<file path="config.mk">
export PLATFORM = sky130hd
export DESIGN_NAME = wb_cache
export DESIGN_NICKNAME = d
export VERILOG_FILES = /design/src/rtl/wb_cache.sv
export SDC_FILE = /design/constraint.sdc
export NUM_CORES = 2
export LEC_CHECK = 0
export BUFFER_PORTS_ARGS = -buffer_cell sky130_fd_sc_hd__buf_2
export CAP_MARGIN = 10
export CORE_AREA = 2 2 483 485
export CTS_BUF_LIST = sky130_fd_sc_hd__clkbuf_8
export CTS_CLUSTER_SIZE = 8
export DETAILED_ROUTE_END_ITERATION = 16
export DIE_AREA = 0 0 485 487
export SYNTH_ARGS = -nofsm -noshare
export SYNTH_HDL_FRONTEND = slang
export SYNTH_SLANG_ARGS = --single-unit
</file>
<file path="constraint.sdc">
create_clock -name clk -period 10.7 [get_ports clk]
set_input_delay 2.14 -clock clk [delete_from_list [all_inputs] [get_ports clk]]
set_output_delay 2.14 -clock clk [all_outputs]
set_load 0.1 [all_outputs]
</file>
<file path="src/rtl/wb_cache.sv">
// ============================================================================
// Module   : wb_cache
// Purpose  : Direct-mapped, write-through, no-write-allocate Wishbone cache.
// Revision : 1.0
// ============================================================================
`default_nettype none

module wb_cache #(
    parameter int LINES          = 16,
    parameter int WORDS_PER_LINE = 4
) (
    input  logic        clk,
    input  logic        rst,
    input  logic        S_CYC,
    input  logic        S_STB,
    input  logic        S_WE,
    input  logic [31:0] S_ADR,
    input  logic [31:0] S_DAT_O,
    input  logic [2:0]  S_CTI_O,
    output logic [31:0] S_DAT_I,
    output logic        S_ACK,
    output logic        S_ERR,
    output logic        S_RTY,
    output logic        M_CYC,
    output logic        M_STB,
    output logic        M_WE,
    output logic [31:0] M_ADR,
    output logic [31:0] M_DAT_O,
    output logic [2:0]  M_CTI_O,
    input  logic [31:0] M_DAT_I,
    input  logic        M_ACK,
    input  logic        M_ERR,
    input  logic        M_RTY
);

    localparam int OFF_W   = $clog2(WORDS_PER_LINE);
    localparam int IDX_W   = $clog2(LINES);
    localparam int TAG_W   = 30 - OFF_W - IDX_W;
    localparam int IDX_LSB = OFF_W + 2;
    localparam int TAG_LSB = IDX_LSB + IDX_W;
    localparam logic [OFF_W-1:0] c_LAST_BEAT = OFF_W'(WORDS_PER_LINE - 1);

    typedef enum logic [1:0] {
        ST_IDLE  = 2'd0,
        ST_FILL  = 2'd1,
        ST_WRITE = 2'd2,
        ST_RESP  = 2'd3
    } state_t;

    state_t             r_state;
    state_t             w_state_nxt;

    logic [31:2]        r_adr;
    logic [31:0]        r_dat;
    logic               r_we;
    logic [OFF_W-1:0]   r_beat;
    logic               r_drop;
    logic [LINES-1:0]   r_valid;
    logic [TAG_W-1:0]   r_tag  [LINES];
    logic [31:0]        r_data [LINES][WORDS_PER_LINE];

    logic               r_s_ack;
    logic               r_s_err;
    logic               r_s_rty;
    logic [31:0]        r_s_dat;

    logic [IDX_W-1:0]   w_req_idx;
    logic [TAG_W-1:0]   w_req_tag;
    logic [IDX_W-1:0]   w_idx;
    logic [TAG_W-1:0]   w_tag;
    logic [OFF_W-1:0]   w_off;
    logic               w_req_hit;
    logic               w_line_hit;
    logic               w_bus_fault;
    logic               w_last;
    logic               w_resp_busy;
    logic               w_req;
    logic               w_report;
    logic               w_unused;

    assign w_req_idx   = S_ADR[TAG_LSB-1:IDX_LSB];
    assign w_req_tag   = S_ADR[31:TAG_LSB];
    assign w_idx       = r_adr[TAG_LSB-1:IDX_LSB];
    assign w_tag       = r_adr[31:TAG_LSB];
    assign w_off       = r_adr[IDX_LSB-1:2];
    assign w_req_hit   = r_valid[w_req_idx] && (r_tag[w_req_idx] == w_req_tag);
    assign w_line_hit  = r_valid[w_idx] && (r_tag[w_idx] == w_tag);
    assign w_bus_fault = M_ERR | M_RTY;
    assign w_last      = (r_beat == c_LAST_BEAT);
    // A response is still on the bus: a master holding STB must not re-trigger.
    assign w_resp_busy = r_s_ack | r_s_err | r_s_rty;
    assign w_req       = S_CYC & S_STB & ~w_resp_busy;
    assign w_report    = S_CYC & ~r_drop;
    assign w_unused    = ^{S_CTI_O, S_ADR[1:0]};

    assign S_ACK   = r_s_ack;
    assign S_ERR   = r_s_err;
    assign S_RTY   = r_s_rty;
    assign S_DAT_I = r_s_dat;

    always_comb begin
        w_state_nxt = r_state;
        M_CYC       = 1'b0;
        M_STB       = 1'b0;
        M_WE        = 1'b0;
        M_ADR       = '0;
        M_DAT_O     = '0;
        M_CTI_O     = 3'b000;
        case (r_state)
            ST_IDLE: begin
                if (w_req) begin
                    if (S_WE)
                        w_state_nxt = ST_WRITE;
                    else if (w_req_hit)
                        w_state_nxt = ST_RESP;
                    else
                        w_state_nxt = ST_FILL;
                end
            end
            ST_FILL: begin
                M_CYC   = 1'b1;
                M_STB   = 1'b1;
                M_ADR   = {r_adr[31:IDX_LSB], r_beat, 2'b00};
                M_CTI_O = w_last ? 3'b111 : 3'b010;
                if (w_bus_fault)
                    w_state_nxt = ST_IDLE;
                else if (M_ACK && w_last)
                    w_state_nxt = ST_RESP;
            end
            ST_WRITE: begin
                M_CYC   = 1'b1;
                M_STB   = 1'b1;
                M_WE    = 1'b1;
                M_ADR   = {r_adr, 2'b00};
                M_DAT_O = r_dat;
                if (w_bus_fault)
                    w_state_nxt = ST_IDLE;
                else if (M_ACK)
                    w_state_nxt = ST_RESP;
            end
            ST_RESP: w_state_nxt = ST_IDLE;
            default: w_state_nxt = ST_IDLE;
        endcase
    end

    always_ff @(posedge clk or posedge rst) begin
        if (rst) begin
            r_state <= ST_IDLE;
            r_adr   <= '0;
            r_dat   <= '0;
            r_we    <= 1'b0;
            r_beat  <= '0;
            r_drop  <= 1'b0;
            r_valid <= '0;
            r_s_ack <= 1'b0;
            r_s_err <= 1'b0;
            r_s_rty <= 1'b0;
            r_s_dat <= '0;
        end else begin
            r_state <= w_state_nxt;
            r_s_ack <= 1'b0;
            r_s_err <= 1'b0;
            r_s_rty <= 1'b0;
            r_s_dat <= '0;
            case (r_state)
                ST_IDLE: begin
                    if (w_req) begin
                        r_adr  <= S_ADR[31:2];
                        r_dat  <= S_DAT_O;
                        r_we   <= S_WE;
                        r_beat <= '0;
                        r_drop <= 1'b0;
                    end
                end
                ST_FILL, ST_WRITE: begin
                    // An abandoned CPU cycle still finishes on memory, silently.
                    if (!S_CYC)
                        r_drop <= 1'b1;
                    if (w_bus_fault) begin
                        r_valid[w_idx] <= 1'b0;
                        r_s_err        <= M_ERR & w_report;
                        r_s_rty        <= ~M_ERR & M_RTY & w_report;
                    end else if (M_ACK && (r_state == ST_FILL)) begin
                        r_beat <= r_beat + 1'b1;
                        if (w_last)
                            r_valid[w_idx] <= 1'b1;
                    end
                end
                ST_RESP: begin
                    r_s_ack <= w_report;
                    if (w_report && !r_we)
                        r_s_dat <= r_data[w_idx][w_off];
                end
                default: ;
            endcase
        end
    end

    always_ff @(posedge clk) begin
        if ((r_state == ST_FILL) && M_ACK && !w_bus_fault) begin
            r_data[w_idx][r_beat] <= M_DAT_I;
            if (w_last)
                r_tag[w_idx] <= w_tag;
        end
        if ((r_state == ST_WRITE) && M_ACK && !w_bus_fault && w_line_hit)
            r_data[w_idx][w_off] <= r_dat;
    end

endmodule

`default_nettype wire

</file>
After elaboration in Yosys (flattened, before gate mapping)
Memory sizes are Yosys's and may differ from the RTL's.
Index checks and enable logic that the tools add are counted.
Widths: inputs -> output; s select.
{ "totals": {"ramBits": 2432, "out_inout_bits": 105, "mem_count": 2, "word_cells": 381, "register_bits": 119, "in_bits": 107} }
{ "classes": {"n_eq_ne": 12, "n_reduce_logical": 24, "bitwise": 145, "n_mux": 179, "n_lt_le_gt_ge": 7, "addsub": 1} }
{ "mem_list": {"columns": ["memory", "depth", "word_bits", "read_ports", "rd_ports_with_merged_regs", "wr", "line_no", "text"], "rows": [
  ["r_data", 16, 128, 1, 0, 1, "60", "logic [31:0] r_data [LINES][WORDS_PER_LINE];"],
  ["r_tag", 16, 24, 2, 0, 1, "59", "logic [TAG_W-1:0] r_tag [LINES];"]
]} }
{ "op_table": {"columns": ["cell", "count"], "rows": [
  ["$mux 128", 2],
  ["$mux 32", 7],
  ["$mux 1", 145],
  ["$or 1x1->1", 131],
  ["$demux 32 s2", 2],
  ["$bmux 32 s2", 1],
  ["$pmux 32 s2", 1],
  ["$eq 24x24->1", 2],
  ["$mux 16", 3],
  ["$mux 2", 10],
  ["$and 16x16->16", 1],
  ["$not 16->16", 1],
  ["$or 16x16->16", 1],
  ["$logic_and 1x1->1", 12],
  ["$lt 4x5->1 const B", 2],
  ["$reduce_and 3->1", 3],
  ["$bmux 1 s4", 2],
  ["$pmux 2 s4", 1],
  ["$and 1x1->1", 6],
  ["$eq 2x2->1 const B", 3],
  ["$ge 3x3->1 const B", 2],
  ["$lt 3x1->1 const B", 2],
  ["$mux 3", 2],
  ["$ne 2x2->1 const B", 3],
  ["other kinds (16)", 23]
]} }

Depth between registers and ports, before layout
{ "logic_depth": {"ltp_word": 8, "depth_mapped": 16, "depth_no_buf": 8} }

Least setup slack after synthesis
OpenSTA, ideal clock, no wires.
{ "synth_path": {"kind": "reg2out", "from": "register r_state[1]", "to": "output M_ADR[13]", "arrival_time_ns": 4.234, "path_slack_ns": 4.326, "required_time_ns": 8.560, "path_stages_with_launch": 7, "n_path_buf": 2, "path_cell_list": "dfrtp_1 > inv_1 > ha_1 > clkbuf_1 > clkinv_1 > clkbuf_1 > nor3_1"} }
{ "synth_between": {"elab_chain_len": 2, "word_cells_on_any_way": 3, "classes_between": "eq/ne (2); mux (1)"} }
{ "synth_lines": {"columns": ["element", "line_no", "text"], "rows": [
  ["start, declared", "50", "state_t r_state;"],
  ["start signal, assigned", "160", "r_state <= w_state_nxt;"],
  ["$eq 2x2->1 or $eq 2x1->1 (tied branches)", "109", "case (r_state)"],
  ["$pmux 32 s2 *", "109", null],
  ["end, declared", "27", "output logic [31:0] M_ADR,"]
]} }
Every way passes the cells marked *; elsewhere a longest branch is shown, timed or not.

Worst setup path after layout
{ "layout_path": {"from": "register r_state[0]", "to": "output M_ADR[18]"} }
The elaborated chain is that of the path after synthesis.

==> results.yml <==
floorplan:
  die_area_sq_um: 236000
  die_x_um: 485
  rows: 177
  core_area_sq_um: 231000
  die_y_um: 487
  start_util: 0.447
  io_pins: 212
cells_and_area:
  layout_commonest_cell: "edfxtp_1"
  drive_gt1_frac: 0.368
  area_delta_synth_final_pct: 12.8
  most-common-layout-cells: "2432 x edfxtp_1, 841 x mux4_2, 456 x clkbuf_8"
  layout.nets: 5214
status:
  outcome: "finished clean"
setup_path:
  ff2ff_path_depth: 12
  cp.arrival_ns: 5.36
  worstSetupPathType: "reg2out"
  rr_startpoint: "r_adr[4]$_DFFE_PP0P_"
  startpoint_type: "flop"
  cp_max_fo: 19
  rrSetupSlack_ns: 3.66
  r2r_end: "r_data[0][101]$_DFFE_PP_"
  critPathCaptureType: "output port"
  required_ns: 8.56
timing:
  period_minus_slack_ns: 7.50
  finalClockSkew_ns: 0.168
  clock.fmax_mhz: 133
  drv_slew: 0
  worst_pin_slew_ns: 1.21
  hold_ws_ns: 0.509
  hold_viol_final: 0
  max-slew-margin-rel: 0.173
  finalSetupViolCount: 0
  finalCritPeriodShare: 0.701
  setup_tns_ns: 0
  rsz0062_at_grt: "false"
placement:
  portBuffers: 204
  dp_hpwl_um: 168000
  gp_congestion: 0.854
worst_hold_path:
  hold_depth: 1
  hp-start: "r_we$_DFFE_PP0P_"
  whs_endpoint: "r_we$_DFFE_PP0P_"
  hold_path_class: "reg2reg"
grt:
  grt_pass1_vias: 53000
  track_usage: 0.246
  grt_overflow: 0
  grt_max_degree: 154
  antenna_found_initial: 36
  grt_pass1_wl_um: 406000
synthesis:
  synth_edf_count: 2432
  ys_ff_latch: 2551
  ys_async_sr_fraction: 0.0466
  syn_inst: 4604
  netlist_top_cells_area: "edfxtp_1 71%, mux4_2 18%, dfrtp_1 2.9%"
  synthFlopType: "edfxtp_1"
  yosysUniqueCellTypes: 68
  yosysTopAreaCellShare: 0.706
  syn_avg_cell_area_sq_um: 22.5
  synthesis.area_sq_um: 103000
  yosysWarnings: 0
  yosys.area.top_type: "edfxtp_1"
  yosysSeqAreaShare: 0.735
pwr:
  powerDensity_nw_per_um2: 244
  seq_power_share: 0.423
  irDropWorstVdd_mv: 0.302
  switching_share: 0.333
  comb_power_share: 0.303
  p_leak_nw: 37.5
  switchingPower_mw: 9.49
  power.internal_mw: 19.0
  power_frac_clock: 0.274
clock_tree:
  clock_path_buffers: 4
  numCtsBuffers: 426
  clk_latency_ns: 1.15
  cts_sinks: 2551
  cts_setup_buffers: 0
  cts_tree: "built"
  cts_hold_buf: 0
  cts-resized-gates: 0
  clock-root-buffer: "clkbuf_8"
  cts.clk_slew.worst_paths_ns: 0.06
  htreeDepth: 5
routing:
  vias: 52800
  drc: 0
  drt_pass1_iterations: 6
  ant_nets: 0
  routed_wirelength_um: 292000
  wire_per_inst_um: 34.5
  vias_per_cell: 6.23
  detail_route.iter0.violations: 6780
flow_run:
  max-cap-violations: 0
-- Yosys cell counts, drive strengths merged, types with 7 or more instances --
library cell / number
mux2i: 84
edfxtp: 2432
and2: 50
a22oi: 8
mux4: 841
clkbuf: 135
nor4: 7
nor3: 19
dfrtp: 119
o22ai: 27
a221oi: 18
inv: 31
nand4: 9
o21ai: 42
xor2: 12
nand2: 61
nor2b: 43
ha: 9
buf: 145
o41ai: 16
nand2b: 7
nand3: 8
xnor2: 46
mux2: 228
a21oi: 86
nor2: 50
-- worst max-delay path, cell delays in order, from the launching register on --
cell	delay (ns)
dfrtp_1	0.38
inv_1	0.10
ha_1	0.83
clkinv_1	0.94
nor2_1	1.01
buf_4	0.34
and2_1	0.25
buf_2	0.46
-- logic make-up after synthesis --
group / count (synthesis) / synth area share
flops: 2551 / 0.735
mux: 1153 / 0.216
buf+inv: 312 / 0.0132
simple gates: 268 / 0.0134
compound gates: 252 / 0.0160
xor+xnor: 58 / 0.00491
fa+ha+maj: 9 / 0.00109
other cells: 1 / 0.0000363
-- state kept, by name (all words and copies together), names as in the netlist, 2 cells and up, named ones only --
| register | cells |
|---|---|
| r_state | 2 |
| r_beat | 2 |
| r_data | 2048 |
| r_tag | 384 |
| r_dat | 32 |
| r_adr | 30 |
| S_DAT_I | 32 |
-- metal layers --
metal  part of all wire  vias up  GRT usage
met5            0.00014        -          0
met4              0.024        6     0.0713
met3              0.093      445     0.0521
met2               0.48     2765      0.384
met1               0.41    28800      0.351
li1                   -    20700          -
-- worst max-delay path by stage --
stage	end	startpoint
CTS	M_ADR[18]	r_state[1]$_DFFE_PP0P_
detailed placement	r_data[0][98]$_DFFE_PP_	r_adr[4]$_DFFE_PP0P_
finish	M_ADR[18]	r_state[0]$_DFFE_PP0P_
global route	M_ADR[28]	r_state[1]$_DFFE_PP0P_
floorplan	M_ADR[13]	r_state[1]$_DFFE_PP0P_
global placement	r_data[0][98]$_DFFE_PP_	r_adr[4]$_DFFE_PP0P_
-- final cells by class --
cell class,instances,area (sq um)
fillers,18300,115000
flip-flops and latches,2551,76000
multi-input cells,1742,26900
clock buffers,456,6280
well taps,3043,3810
repair buffers,345,2170
clock inverters,291,1290
inverters,32,133
diodes,13,32.5
-- stage by stage --
| stage | cells | power (mW) | utilization | worst slack, ns | instance area, sq um |
|---|---|---|---|---|---|
| final | 8473 | 28.5 | 0.504 | 3.20 | 117000 |
| after global routing | 8471 | 29.5 | 0.504 | 2.93 | 117000 |
| after CTS | 8460 | 28.6 | 0.504 | 3.06 | 117000 |
| after detailed placement | 7713 | 20.9 | 0.471 | 3.68 | 109000 |
| after global placement | 7713 | 20.8 | 0.471 | 3.70 | 109000 |
| after floorplan | 4605 | 17.9 | - | 4.33 | 103000 |
-- power by group through the flow --
| stage | logic, mW | clock network (mW) | registers, mW |
|---|---|---|---|
| after floorplan | 6.06 | 0 | 11.9 |
| after global placement | 8.61 | 0 | 12.2 |
| after detailed placement | 8.62 | 0 | 12.2 |
| after CTS | 8.64 | 7.95 | 12.0 |
| after global routing | 8.99 | 8.40 | 12.1 |
| final | 8.62 | 7.81 | 12.0 |
No activity file was read; power rests on OpenSTA's default activity.
